===== config.mk =====
export PLATFORM = sky130hd
export DESIGN_NAME = prbs31_predictor
export DESIGN_NICKNAME = d
export VERILOG_FILES = /design/src/rtl/prbs_chk_pkg.sv /design/src/rtl/prbs31_predictor.sv
export SDC_FILE = /design/constraint.sdc
export NUM_CORES = 1
export LEC_CHECK = 0
export BUFFER_PORTS_ARGS = -buffer_cell sky130_fd_sc_hd__buf_2
export CAP_MARGIN = 20
export CORE_AREA = 4 4 51 53
export DETAILED_ROUTE_END_ITERATION = 8
export DIE_AREA = 0 0 55 57
export PLACE_DENSITY = 0.73
export SKIP_CTS_REPAIR_TIMING = 1
export SLEW_MARGIN = 20
export SYNTH_ARGS = -nofsm -noshare
export SYNTH_HDL_FRONTEND = slang
export SYNTH_SLANG_ARGS = --single-unit

===== constraint.sdc =====
create_clock -name clk -period 1.05 [get_ports clk]
set_input_delay 0.105 -clock clk [delete_from_list [all_inputs] [get_ports clk]]
set_output_delay 0.105 -clock clk [all_outputs]
set_load 0.01 [all_outputs]

===== src/rtl/prbs_chk_pkg.sv =====
// rtl/prbs_chk_pkg.sv - shared types and PRBS31 polynomial constants for the PRBS31 checker
package prbs_chk_pkg;

    typedef enum logic {
        SEARCH = 1'b0,
        LOCKED = 1'b1
    } chk_state_t;

    // x^31 + x^28 + 1 with s[0] as the newest bit
    localparam int PRBS31_TAP_A = 30;
    localparam int PRBS31_TAP_B = 27;
    localparam int PRBS31_LEN   = 31;

endpackage


===== src/rtl/prbs31_predictor.sv =====
// rtl/prbs31_predictor.sv - PRBS31 history register and next-bit prediction, shared with the transmit generator
module prbs31_predictor
    import prbs_chk_pkg::*;
(
    input  logic clk,
    input  logic rstn,
    input  logic shift_en,
    input  logic load_sel,
    input  logic bit_in,
    output logic p
);

    logic [PRBS31_LEN-1:0] s;

    assign p = s[PRBS31_TAP_A] ^ s[PRBS31_TAP_B];

    // load_sel = 1 free-runs on the prediction, 0 trains on the received bit
    always_ff @(posedge clk or negedge rstn) begin
        if (!rstn) begin
            s <= '0;
        end else if (shift_en) begin
            s <= {s[PRBS31_LEN-2:0], (load_sel ? p : bit_in)};
        end
    end

endmodule


Yosys cells after proc, flatten, opt, wreduce, memory -nomap -nowiden:

Cells that the tools add are included.

* output and inout port bits: 1
* flip-flop bits (word level): 31
* bits of input ports: 5

* bitwise logic cells: 1
* mux-type cells: 1

Operators by type and width (number)
* 2-to-1 mux 1 bit: 1
* XOR 1 bit: 1

Logic depth before layout (Yosys ltp):

* word-level depth: 2
* mapped depth: 2
* gate-level depth less buffers: 2

Worst setup path before layout:

OpenSTA, ideal clock, no wires.

* kind: register to register
* start: reg s[27]
* end: reg s[0]
* buffers on the path: 0
* setup slack: 98 ps
* clock period less this slack: 952 ps
* stages on the path, launching flop included: 3
* arrival: 828 ps
* cell sequence: dfrtp_1 xor2_1 a211o_1

* word-level cells in the longest chain between the ends: 2

Ends and longest elaborated chain
* start: declaration: RTL line prbs31_predictor.sv:13 `logic [PRBS31_LEN-1:0] s;`
* start signal: assignment: RTL line prbs31_predictor.sv:22 `s <= {s[PRBS31_LEN-2:0], (load_sel ? p : bit_in)};`
* XOR 1 bit: RTL line prbs31_predictor.sv:15 `assign p = s[PRBS31_TAP_A] ^ s[PRBS31_TAP_B];`
* named net p: RTL line prbs31_predictor.sv:10 `output logic p`
* 2-to-1 mux 1 bit: RTL line prbs31_predictor.sv:22

The timed path passes the listed nets, and every way through them passes these cells.
A chain may end at the register's enable or synchronous reset.

Worst setup path in the final report:

* start: reg s[30]
* end: out p

* word-level cells in the longest chain between the ends: 1

Ends and longest elaborated chain (RTL line)
* XOR 1 bit: prbs31_predictor.sv:15
* end: declaration: prbs31_predictor.sv:10

No other way between the ends.

==> impl_metrics.env <==
export IMPL_status="complete, but fails checks"
export IMPL_violations="negative setup slack"
export IMPL_maxCapViolations=0
export IMPL_dp_hpwl_um=1100
export IMPL_drtPass1Iterations=4
export IMPL_vias_per_cell=5.19
export IMPL_core_um2=2150
export IMPL_power_density_nw_per_um2=2340
export IMPL_cpMaxStageDelayCell="dfrtp_1"
export IMPL_synthCells=69
export IMPL_reg_top3="s (31)"
export IMPL_final_max_slew_violation_count=0
export IMPL_routed_wl_um=1550
export IMPL_final_nets=88
export IMPL_clkSlewWorstSetupHoldPaths_ps=100
export IMPL_setup_viol=1
export IMPL_leakagePower_uw=0.000705
export IMPL_crit_family="flip-flops"
export IMPL_synth_commonest_cells="dfrtp_1, mux2_2, buf_6"
export IMPL_synth_most_common_cell="dfrtp_1"
export IMPL_num_io_pins=6
export IMPL_largest_reg_flops=31
export IMPL_clk_latency_ps=320
export IMPL_grt_max_degree=20
export IMPL_setup_ws_ps=-113
export IMPL_cts_sinks=31
export IMPL_startpoint_type="flip-flop"
export IMPL_synth_xor_area_share_pct=0.737
export IMPL_total_power_uw=3250
export IMPL_cp_arrival_ps=1060
export IMPL_end_kind="output port"
export IMPL_crit_path_max_fanout=2
export IMPL_clockBufferDepth=2
export IMPL_synth_top_family_by_area="multiplexers"
export IMPL_tightest_slew_ps=313
export IMPL_async_reset_ff_share_pct=100
export IMPL_overflow=0
export IMPL_synth_mux_area_share_pct=28.4
export IMPL_synth_cell_types=8
export IMPL_diodes=0
export IMPL_io_buffers=5
export IMPL_synth_compound_area_share_pct=0.737
export IMPL_critical_path_max_stage_delay_ps=400
export IMPL_drive_above_1_share_pct=58.3
export IMPL_grt_pass1_vias=624
export IMPL_cp_cell_sequence="xor2_1, buf_2"
export IMPL_synthSimpleGateAreaFrac_pct=2.00
export IMPL_synth_avg_cell_area_um2=17.2
export IMPL_largest_register="s"
export IMPL_synth_enable_flop_cells=0
export IMPL_critPathBufInv=1
export IMPL_grt_pass1_wl_um=2910
export IMPL_finClkSkew_ps=8.81
export IMPL_critical_path_required_ps=940
export IMPL_htree_levels=2
export IMPL_hold_viol_final=0
export IMPL_synth_area_leader_cell="dfrtp_1"
export IMPL_antenna_left=0
export IMPL_wl_per_cell_um=13.8
export IMPL_die_w_um=55
export IMPL_nFillCells=153
export IMPL_place_gp_congestion=0.655
export IMPL_num_vias=581
export IMPL_grt_use_total_pct=13.4
export IMPL_drc_errors=0
export IMPL_synth_nets=74
export IMPL_die_h_um=57
export IMPL_initial_core_util_pct=55.3
export IMPL_hold_path_class="in2reg"
export IMPL_antenna_found_initial=0
export IMPL_layout_min_cycle_time_ps=1160
export IMPL_drt_initial_drc_count=2
export IMPL_ir_drop_v=0.00113
export IMPL_yosys_warnings=0
export IMPL_ys_ff_latch=31
export IMPL_relSlewSlack_pct=79.1
export IMPL_synthFlopType="dfrtp_1"
export IMPL_area_growth_pct=17.1
export IMPL_dp_slack_ps=109
export IMPL_rows=17
export IMPL_root_buffer="clkbuf_4"
export IMPL_rsz0062_at_grt="true"
export IMPL_synth_adder_area_share_pct=0
export IMPL_synth_top_area_share_pct=65.3
export IMPL_fin_crit_sh_pct=111
export IMPL_cts_buffers=5
export IMPL_yosysSeqAreaShare_pct=65.3
export IMPL_syn_area_um2=1190
export IMPL_cts_tree="built"
export IMPL_fin_util_pct=64.8
export IMPL_worstSetupPathType="reg2out"
export IMPL_timing_fmax_mhz=860
export IMPL_die_area_um2=3140
export IMPL_synth_area_top_cells="dfrtp_1, mux2_2, buf_6"
==> final timing paths <==
kind,start,end,slack [ps],depth (start not counted)
worst max register to register,s[30]$_DFFE_PN0P_,s[0]$_DFFE_PN0P_,120,2
worst min-delay path,bit_in,s[0]$_DFFE_PN0P_,140,3
max in group asynchronous,rstn,s[26]$_DFFE_PN0P_,450,3
worst max-delay path,s[30]$_DFFE_PN0P_,p,-110,2
min in group asynchronous,rstn,s[12]$_DFFE_PN0P_,200,2
worst min register to register,s[5]$_DFFE_PN0P_,s[6]$_DFFE_PN0P_,510,1
==> layout by cell type, fill, tap and decap left out, drive strengths merged <==
master / n
and2: 1
buf: 9
dlygate4sd3: 1
clkbuf: 6
nor2b: 1
dfrtp: 31
xor2: 1
a211o: 1
clkinv: 1
and3b: 1
mux2: 30
bufinv: 1
==> power breakdown <==
part / leakage, uW / switching [uW] / internal (uW)
sequential: 0.000412 / 188 / 1590
combinational: 0.000245 / 169 / 364
clock: 0.0000482 / 381 / 563
==> worst register-to-register path: cells and delay by family (launching register included) <==
kind | cells | cell delay [ps]
AOI/OAI and AO/OA | 1 | 260
xor gates and xnor gates | 1 | 170
DFF | 1 | 400
==> through the flow <==
| stage | setup TNS, ps | hold slack [ps] | instance area, um2 | cells |
|---|---|---|---|---|
| 6_report | -113 | 137 | 1390 | 112 |
| 5_1_grt | -186 | 120 | 1390 | 112 |
| 4_1_cts | -141 | -349 | 1380 | 111 |
| 3_5_place_dp | 0 | 12.5 | 1290 | 103 |
| 3_3_place_gp | 0 | 2.81 | 1290 | 103 |
| 2_1_floorplan | 0 | -191 | 1190 | 69 |
==> final cells by class <==
class                   instances  area, um2  share of cell area (%)
flip-flops and latches         31        776                    55.8
multi-input cells              35        379                    27.2
repair buffers                 10        115                    8.27
clock buffers                   6       51.3                    3.69
clock inverters                 2       35.0                    2.52
well taps                      28       35.0                    2.52
==> cell families (layout without fill, tap and decap cells) <==
group | after synthesis | after routing
flops | 31 | 31
buf+inv | 3 | 18
xor+xnor | 1 | 1
simple gates | 3 | 3
mux | 30 | 30
compound gates | 1 | 1
==> metal layers <==
metal	share of wire (%)	GRT usage (%)	up-vias
met5	0	0	-
met4	2.5	6.25	0
met3	6.0	7.05	7
met2	45	18.6	11
met1	46	17.2	292
li1	-	-	271
No activity file was read; power rests on OpenSTA's default activity.
